[src/rtl/mcp_arb_pkg.sv]
// rtl/mcp_arb_pkg.sv - shared types and helpers for the MCP send arbiter
//
// Contents:
//   mcp_arb_state_t  arbiter FSM states (IDLE, ISSUE, BUSY)
//   MCP_PACK_W       width of the generic pack helper's operands/result
//   mcp_pack_word    {id, payload} concatenation for any payload width
package mcp_arb_pkg;

  typedef enum logic [1:0] {
    IDLE  = 2'd0,
    ISSUE = 2'd1,
    BUSY  = 2'd2
  } mcp_arb_state_t;

  localparam int MCP_PACK_W = 64;

  // Width-generic concatenation: the caller zero-extends id/payload into
  // MCP_PACK_W bits and truncates the result to ID_WIDTH+DATA_WIDTH.
  function automatic logic [MCP_PACK_W-1:0] mcp_pack_word(
    input logic [MCP_PACK_W-1:0] id,
    input logic [MCP_PACK_W-1:0] payload,
    input int                    data_width
  );
    return (id << data_width) | payload;
  endfunction

endpackage

[src/rtl/rr_arbiter.sv]
// rtl/rr_arbiter.sv - combinational round-robin grant selection
//
// Ports:
//   req    in   NUM_REQ    request vector
//   ptr    in   ID_WIDTH   index of the last winner; search starts at ptr+1
//   grant  out  NUM_REQ    one-hot grant (all zero when no request)
//   idx    out  ID_WIDTH   index of the granted requester
//   valid  out  1          at least one request is set
module rr_arbiter #(
  parameter int NUM_REQ  = 4,
  parameter int ID_WIDTH = $clog2(NUM_REQ)
) (
  input  logic [NUM_REQ-1:0]  req,
  input  logic [ID_WIDTH-1:0] ptr,
  output logic [NUM_REQ-1:0]  grant,
  output logic [ID_WIDTH-1:0] idx,
  output logic                valid
);

  logic [ID_WIDTH-1:0] cand;

  // Walk ptr+1 .. ptr+NUM_REQ (mod NUM_REQ); the first set request wins,
  // so the previous winner is considered last.
  always_comb begin
    grant = '0;
    idx   = '0;
    valid = 1'b0;
    cand  = '0;
    for (int k = 1; k <= NUM_REQ; k++) begin
      cand = ID_WIDTH'((int'(ptr) + k) % NUM_REQ);
      if (!valid && req[cand]) begin
        valid       = 1'b1;
        idx         = cand;
        grant[cand] = 1'b1;
      end
    end
  end

endmodule

[src/rtl/mcp_send_arbiter.sv]
// rtl/mcp_send_arbiter.sv - round-robin sharing of one MCP clk_a send port
//
// Ports:
//   clk        in   1                    clock (MCP clk_a domain)
//   reset      in   1                    async reset, active high
//   req        in   NUM_REQ              per-requester send request (level)
//   req_data   in   NUM_REQ*DATA_WIDTH   payloads, requester i at slice i
//   req_ack    out  NUM_REQ              one-hot pulse: word i accepted
//   mcp_ready  in   1                    MCP a_ready
//   mcp_send   out  1                    MCP a_send, single-cycle pulse
//   mcp_data   out  ID_WIDTH+DATA_WIDTH  MCP a_datain = {id, payload}
//   stall      out  1                    sticky: crossing busy >= TIMEOUT
module mcp_send_arbiter
  import mcp_arb_pkg::*;
#(
  parameter int NUM_REQ    = 4,
  parameter int DATA_WIDTH = 8,
  parameter int ID_WIDTH   = 2,
  parameter int TIMEOUT    = 64
) (
  input  logic                           clk,
  input  logic                           reset,
  input  logic [NUM_REQ-1:0]             req,
  input  logic [NUM_REQ*DATA_WIDTH-1:0]  req_data,
  output logic [NUM_REQ-1:0]             req_ack,
  input  logic                           mcp_ready,
  output logic                           mcp_send,
  output logic [ID_WIDTH+DATA_WIDTH-1:0] mcp_data,
  output logic                           stall
);

  localparam int WD_WIDTH = $clog2(TIMEOUT + 1);

  mcp_arb_state_t state_q, state_d;

  // ptr_q always equals the id of the latched word, so it doubles as the
  // index for req_ack.
  logic [ID_WIDTH-1:0]   ptr_q;
  logic [NUM_REQ-1:0]    arb_grant;
  logic [ID_WIDTH-1:0]   arb_idx;
  logic                  arb_valid;
  logic [DATA_WIDTH-1:0] sel_payload;
  logic                  load_word;
  logic                  fire;
  logic [WD_WIDTH-1:0]   wd_cnt_q;

  rr_arbiter #(
    .NUM_REQ  (NUM_REQ),
    .ID_WIDTH (ID_WIDTH)
  ) u_rr (
    .req   (req),
    .ptr   (ptr_q),
    .grant (arb_grant),
    .idx   (arb_idx),
    .valid (arb_valid)
  );

  always_comb begin
    sel_payload = '0;
    for (int i = 0; i < NUM_REQ; i++) begin
      if (arb_grant[i]) sel_payload = req_data[i*DATA_WIDTH +: DATA_WIDTH];
    end
  end

  always_ff @(posedge clk or posedge reset) begin
    if (reset) state_q <= IDLE;
    else       state_q <= state_d;
  end

  // mcp_send is high exactly in the first BUSY cycle, which gives the
  // one-cycle minimum dwell while the MCP's tx_busy rises.
  always_comb begin
    state_d   = state_q;
    load_word = 1'b0;
    fire      = 1'b0;
    case (state_q)
      IDLE: begin
        if (arb_valid && mcp_ready) begin
          load_word = 1'b1;
          state_d   = ISSUE;
        end
      end
      ISSUE: begin
        if (mcp_ready) begin
          fire    = 1'b1;
          state_d = BUSY;
        end
      end
      BUSY: begin
        if (mcp_ready && !mcp_send) begin
          if (arb_valid) begin
            load_word = 1'b1;
            state_d   = ISSUE;
          end else begin
            state_d = IDLE;
          end
        end
      end
      default: state_d = IDLE;
    endcase
  end

  always_ff @(posedge clk or posedge reset) begin
    if (reset) begin
      ptr_q    <= ID_WIDTH'(NUM_REQ - 1);
      mcp_data <= '0;
      mcp_send <= 1'b0;
      req_ack  <= '0;
    end else begin
      mcp_send <= fire;
      req_ack  <= fire ? (NUM_REQ'(1) << ptr_q) : '0;
      if (load_word) begin
        ptr_q    <= arb_idx;
        mcp_data <= (ID_WIDTH + DATA_WIDTH)'(mcp_pack_word(
                      MCP_PACK_W'(arb_idx), MCP_PACK_W'(sel_payload), DATA_WIDTH));
      end
    end
  end

  // Watchdog: counts BUSY cycles with the MCP not ready, saturating at
  // TIMEOUT; stall latches on the cycle the count reaches TIMEOUT.
  always_ff @(posedge clk or posedge reset) begin
    if (reset) begin
      wd_cnt_q <= '0;
      stall    <= 1'b0;
    end else if (state_q != BUSY) begin
      wd_cnt_q <= '0;
    end else if (!mcp_ready && wd_cnt_q != WD_WIDTH'(TIMEOUT)) begin
      wd_cnt_q <= wd_cnt_q + 1'b1;
      if (wd_cnt_q == WD_WIDTH'(TIMEOUT - 1)) stall <= 1'b1;
    end
  end

endmodule

[config.mk]
export PLATFORM = sky130hd
export DESIGN_NAME = mcp_send_arbiter
export DESIGN_NICKNAME = d
export VERILOG_FILES = /design/src/rtl/mcp_arb_pkg.sv /design/src/rtl/rr_arbiter.sv /design/src/rtl/mcp_send_arbiter.sv
export SDC_FILE = /design/constraint.sdc
export NUM_CORES = 1
export LEC_CHECK = 0
export ABC_AREA = 1
export CORE_MARGIN = 3
export CORE_UTILIZATION = 45
export CTS_BUF_LIST = sky130_fd_sc_hd__clkbuf_16
export CTS_CLUSTER_SIZE = 24
export DETAILED_ROUTE_END_ITERATION = 10
export PLACE_DENSITY = 0.79
export REMOVE_ABC_BUFFERS = 1
export SLEW_MARGIN = 20
export SYNTH_ARGS = -nofsm -noshare
export SYNTH_HDL_FRONTEND = slang
export SYNTH_SLANG_ARGS = --single-unit
[constraint.sdc]
create_clock -name clk -period 2.9 [get_ports clk]
set_input_delay 0.29 -clock clk [delete_from_list [all_inputs] [get_ports clk]]
set_output_delay 0.29 -clock clk [all_outputs]
set_load 0.01 [all_outputs]
[Yosys cells after proc, flatten, opt, wreduce, memory -nomap -nowiden]
Index checks and enable logic that the tools add are counted.
Widths: inputs -> output; s select.
Storage, ports and cells
  memories kept: 0
  latch bits: 0
  logic and storage cells: 99
  output and inout bits: 16
  ROM bits: 0
  register bits after elaboration: 27
  memory bits (writable): 0
Operators by class
  mux-type cells: 46
  $add $sub $neg: 5
  reduce and logical (&&, ||, !) cells: 19
  shift-type cells: 1
  bitwise operators: 5
  equality and inequality tests: 8
  divide/modulo/power cells: 0
  order comparisons: 8
  multiply operators: 0
Operators with widths (count)
  $mux 8: 4
  $mux 4: 5
  $mux 1: 18
  $mux 2: 7
  $mux 7: 2
  $lt 2x3->1 const B: 4
  $or 4x4->4: 3
  $logic_and 1x1->1: 10
  $or 10x8->10: 1
  $bmux 1 s2: 4
  $demux 1 s2: 4
  $ge 2x1->1 const B: 4
  $ne 2x2->1 const B: 4
  $add 7x1->7 const B: 1
  $eq 7x6->1 const B: 1
  $ne 7x7->1 const B: 1
  $pmux 2 s3: 1
  $reduce_and 3->1: 2
  $logic_not 1->1: 5
  $add 2x1->2 const B: 2
  $add 2x2->2 const B: 2
  $shl 1x2->4 const A: 1
  $eq 2x1->1 const B: 1
  $eq 2x2->1 const B: 1
  other kinds (4): 4

[Logic depth before layout (Yosys ltp)]
  word-level depth: 18
  gate-level depth with buffers: 15
  mapped depth without buffers: 14

[Hierarchy]
Synthesis repeated with hierarchy kept, for this count alone.
Unflattened totals
  cells, all modules: 268
  area, all modules: 1919.3 um^2
By module, submodules not included
  mcp_send_arbiter: area each 1461.4 um^2, instances 1, cells each 194, seq. area each 678.2 um^2
  rr_arbiter: area each 457.9 um^2, instances 1, cells each 74, seq. area each 0.0 um^2

[Least setup slack after synthesis]
OpenSTA, ideal clock, no wires.
  path type: register to register
  from: reg ptr_q[0]
  to: reg mcp_data[1]
  setup time: 122 ps
  cell stages (with the launch flop): 15
  clock period less this slack: 2172 ps
  slack: 728 ps
  arrival: 2050 ps
  buffers on the path: 2
  cells stage by stage: dfstp_2 -> buf_6 -> inv_8 -> ha_1 -> inv_1 -> nand2_2 -> nand2_4 -> nor2_2 -> a21boi_2 -> nand3_2 -> buf_6 -> a21oi_1 -> nand2_1 -> nand2_1 -> a21oi_2
On the way
  longest elaborated chain between the ends: 18
Ends and longest elaborated chain
  start, declared: RTL line mcp_send_arbiter.sv:38  | logic [ID_WIDTH-1:0] ptr_q;
  start signal, assigned: RTL line mcp_send_arbiter.sv:105  | ptr_q <= ID_WIDTH'(NUM_REQ - 1);
  start signal, assigned: RTL line mcp_send_arbiter.sv:113  | ptr_q <= arb_idx;
  branches (longest 18 deep; another with $lt 2x3->1)
  end signal, assigned: RTL line mcp_send_arbiter.sv:114  | mcp_data <= (ID_WIDTH + DATA_WIDTH)'(mcp_pack_word(
  end, declared: RTL line mcp_send_arbiter.sv:28  | output logic [ID_WIDTH+DATA_WIDTH-1:0] mcp_data,
Parallel ways; which one is timed is not known. The select of a mux whose other input is x is not followed.
A chain may end at the register's enable or synchronous reset.

[Worst setup path in the final report]
  from: reg ptr_q[0]
  to: reg mcp_data[3]
The elaborated chain is that of the path after synthesis.

==> summary.md <==
The via count of the first global-routing pass is 1822, and the fraction of the cycle the final worst path needs is 84.2%. In this run the worst hold path is classified as in2async. The routed design has 4710 um of wire. The share of synthesized area in the top cell type comes to 33.3%.

In this run the power density over the cells is 1090 nW/um2. The logs give 0 for the count of nets left with antenna violations after detail routing and 0 for the overall overflow remaining after global route. The clock drives 27 sinks.

The buffer type at the clock tree root was sky130_fd_sc_hd__clkbuf_16. Fill cells in the final layout number 339. The run gives 1831 as the count of vias placed by the detailed router.

After synthesis, flip-flops and latches occupy 36.1% of the total area. Number of H-tree levels: 1. The die area came out at 4990 um2.

Averaged over all synthesized cells, the footprint is 7.71 um2. The max-slew violation count is 0. Clock-pin slew of the registers on the worst-case setup and hold paths: 0.07 ns. Of all nets on the critical path, the largest fanout is 16. Setup violations remaining at the end of the flow were counted as 0.

Synthesis-to-finish area growth: 34.9%. The maximum number of pins on one net before global-route repair was 28; the boundary pin count was 55. The static leakage was 1.17 nW; the number of vias per cell after detailed routing was 5.28. For the number of DRC markers in iteration 0, the log shows 93. The run finished with clean final reports. The tools report the category of the worst setup path capture point as a register.

The most numerous cell on the critical path was sky130_fd_sc_hd__nand2_1. After synthesis the netlist holds a flip-flop and latch count of 27. Counting along the longest clock path gives a buffer depth of 2.

For the final cell count without fillers, the log shows 347. The category of the most critical setup path was reg2reg. The clock arrives with 0.00260 ns of skew. Headroom to the max-slew limit came out at 65.2%. Post-CTS repair timing setup buffer count: 0. Detailed placer's ending HPWL: 3440 um.

The portion of total power attributed to the clock network was 11.7%. The run gives 0 as the hold buffer count at cts. The width of the chip works out to 70.6 um. Of the total power, combinational logic draws 66.1%. The net switching share of the total power is 49.1%. The worst-case IR drop observed on VDD is 576 uV.

By area the synthesized netlist is led by sky130_fd_sc_hd__dfrtp_1 (33%), sky130_fd_sc_hd__nand2_1 (10%), sky130_fd_sc_hd__a21oi_1 (7.5%). The total area inside the core boundary comes to 3850 um2. Timing would allow up to 410 MHz.

The analysis attributes to net switching a power of 1.36 mW. Setup repair after global routing left no endpoint under its margin. For the finished layout, the period the worst path requires is 2.44 ns. Sequential cells burn 22.3% of the power. The share of the core filled with cells in the final layout was 65.8%. Summed over all failing endpoints, the final setup total negative slack is 0 ns.

Data on the critical path arrives at its endpoint at 2.60 ns. The tools report the routability congestion estimate from global placement as 0.847. The cell type with the largest total area after synthesis is sky130_fd_sc_hd__dfrtp_1.

During synthesis, Yosys emitted a total of 0 warnings. The critical path startpoint category was a register. Yosys mapped the design onto 30 distinct sky130hd cell types.

The final layout contains 349 nets. The initial antenna violation count is 0. Including well taps, the total number of placed cells is 343.

The actual transition at the worst max-transition pin was 0.516 ns; the CTS buffer count was 3. Hold is met by 0.384 ns. The count of antenna diodes in the layout is 0, and the first-pass GRT wire length is 7960 um.

The count of input and output buffers is 54. The logs give 244 for the synthesized instance count and 22 for the number of placement rows. The total power consumption of the routed design came out at 2.77 mW. The signal on the critical path passes through inv_8, ha_1, inv_1, nand2_2, nand2_4, nor2_2, a21boi_2, nand3_2, a21oi_1, nand2_1, nand2_1, a21oi_2. On the critical path, the stage with the largest delay is an instance of sky130_fd_sc_hd__dfstp_2. The clock latency reported for the late side of the worst-skew pair was 0.26 ns; the data required time of the critical path was 3.06 ns. Dividing the detail-routed wire length by the instance count gives 13.6 um. The vertical extent of the die works out to 70.6 um. The synthesized netlist occupies a cell area of 1880 um2. The internal power of the cells totals 1.41 mW. The first detailed-routing pass took 4 iterations. Max-cap violations in this run came to 0.

TritonCTS built the clock tree. The starting density of the core is 48.8%. The count of endpoints failing hold in the final timing report came out at 0. The stage delay of the slowest cell on the critical path works out to 0.71 ns.

In the routed design, unresolved DRC markers number 0. For the number of gates given a new drive strength after cts, the log shows 0. Cells with a size suffix above 1 make up 13.4% of the layout.

Global routing used 19.2% of the available tracks across all layers.
[synth_stat cells (all sizes together)]
cell type,count
a211oi,1
dfstp,2
nand2,60
a21oi,37
nor3,5
buf,3
dfrtp,25
nand3,28
nor2,16
nand4,3
o21ai,11
inv,35
o311ai,1
a21boi,3
nor2b,1
o211ai,1
clkbuf,2
ha,10
[power by group through the flow]
stage / Combinational (mW) / Sequential, mW / Clock [mW]
after global placement: 1.79 / 0.614 / 0
final: 1.83 / 0.618 / 0.324
after floorplan: 1.28 / 0.645 / 0
after CTS: 1.83 / 0.615 / 0.332
after detailed placement: 1.81 / 0.621 / 0
after global routing: 2.08 / 0.634 / 0.344
[worst max-delay path, delay by kind of cell (launching register included)]
family / cells / cell delay (ns)
and+or+nand+nor: 6 / 0.66
adders and majority gates: 1 / 0.35
buffers and inverters: 2 / 0.21
AOI/OAI and AO/OA: 3 / 0.41
DFF: 1 / 0.71
[flip-flops by register name, summed over array words and instances, names as in the netlist]
| signal | count |
|---|---|
| ptr_q | 2 |
| mcp_data | 10 |
| mcp_send | 1 |
| state_q | 2 |
| stall | 1 |
| wd_cnt_q | 7 |
| req_ack | 4 |
[placed cells by master, fill, tap and decap left out, types with 2 or more instances in the layout]
master | Yosys | layout
sky130_fd_sc_hd__dfrtp_1 | 25 | 25
sky130_fd_sc_hd__nand3_1 | 22 | 22
sky130_fd_sc_hd__buf_4 | 0 | 2
sky130_fd_sc_hd__nor2_1 | 14 | 14
sky130_fd_sc_hd__inv_1 | 31 | 31
sky130_fd_sc_hd__nand2_4 | 2 | 2
sky130_fd_sc_hd__nor2_2 | 2 | 2
sky130_fd_sc_hd__ha_1 | 10 | 10
sky130_fd_sc_hd__nand4_1 | 2 | 2
sky130_fd_sc_hd__a21oi_2 | 9 | 9
sky130_fd_sc_hd__clkdlybuf4s50_1 | 0 | 54
sky130_fd_sc_hd__inv_2 | 2 | 2
sky130_fd_sc_hd__dfstp_2 | 2 | 2
sky130_fd_sc_hd__nand2_1 | 52 | 52
sky130_fd_sc_hd__nand3_2 | 5 | 5
sky130_fd_sc_hd__o21ai_0 | 11 | 11
sky130_fd_sc_hd__nand2_2 | 6 | 6
sky130_fd_sc_hd__clkbuf_16 | 0 | 3
sky130_fd_sc_hd__a21oi_1 | 28 | 28
sky130_fd_sc_hd__nor3_1 | 5 | 5
[per-stage QoR]
step,cell area (um2),setup slack (ns)
after global routing,2540,0.294
after floorplan,1840,0.751
after CTS,2540,0.477
after detailed placement,2450,0.492
after global placement,2450,0.561
final,2540,0.458
[path summary, 6_finish.rpt]
path / startpoint / endpoint / slack (ns) / cells past startpoint
hold / removal: reset / mcp_data[4]$_DFFE_PP0P_ / 0.38 / 3
min in group clk: stall$_DFFE_PP0P_ / stall$_DFFE_PP0P_ / 0.47 / 2
max in group asynchronous: reset / ptr_q[1]$_DFFE_PP1P_ / 2.21 / 3
setup reg to reg: ptr_q[0]$_DFFE_PP1P_ / mcp_data[3]$_DFFE_PP0P_ / 0.46 / 12
setup / recovery: ptr_q[0]$_DFFE_PP1P_ / mcp_data[3]$_DFFE_PP0P_ / 0.46 / 12
hold reg to reg: stall$_DFFE_PP0P_ / stall$_DFFE_PP0P_ / 0.47 / 2
[per-layer routing]
layer / share of wire, % / track usage [%] / wire length, um
met1: 43 / 23.5 / 2030
met2: 51 / 34.6 / 2390
met3: 5.9 / 3.84 / 278
met4: 0.23 / 4.80 / 11
met5: 0 / 0 / 0
[cell families (layout without fill, tap and decap cells)]
family / Yosys count / count (layout) / share of synthesized area, %
buffers and inverters: 40 / 95 / 9.71
DFF: 27 / 27 / 36.1
AOI/OAI and AO/OA: 54 / 54 / 17.2
and+or+nand+nor: 113 / 113 / 30.3
adders and majority gates: 10 / 10 / 6.65
[final cells by class]
class / instances / area [um2] / share of cell area, %
clock inverter: 1 / 7.51 / 0.296
sequential: 27 / 678 / 26.7
timing repair buffer: 56 / 556 / 21.9
clock buffer: 3 / 75.1 / 2.96
inverter: 35 / 141 / 5.57
tap: 48 / 60.1 / 2.37
multi-input combinational: 177 / 1020 / 40.2
Power figures use the tool's default switching activity.
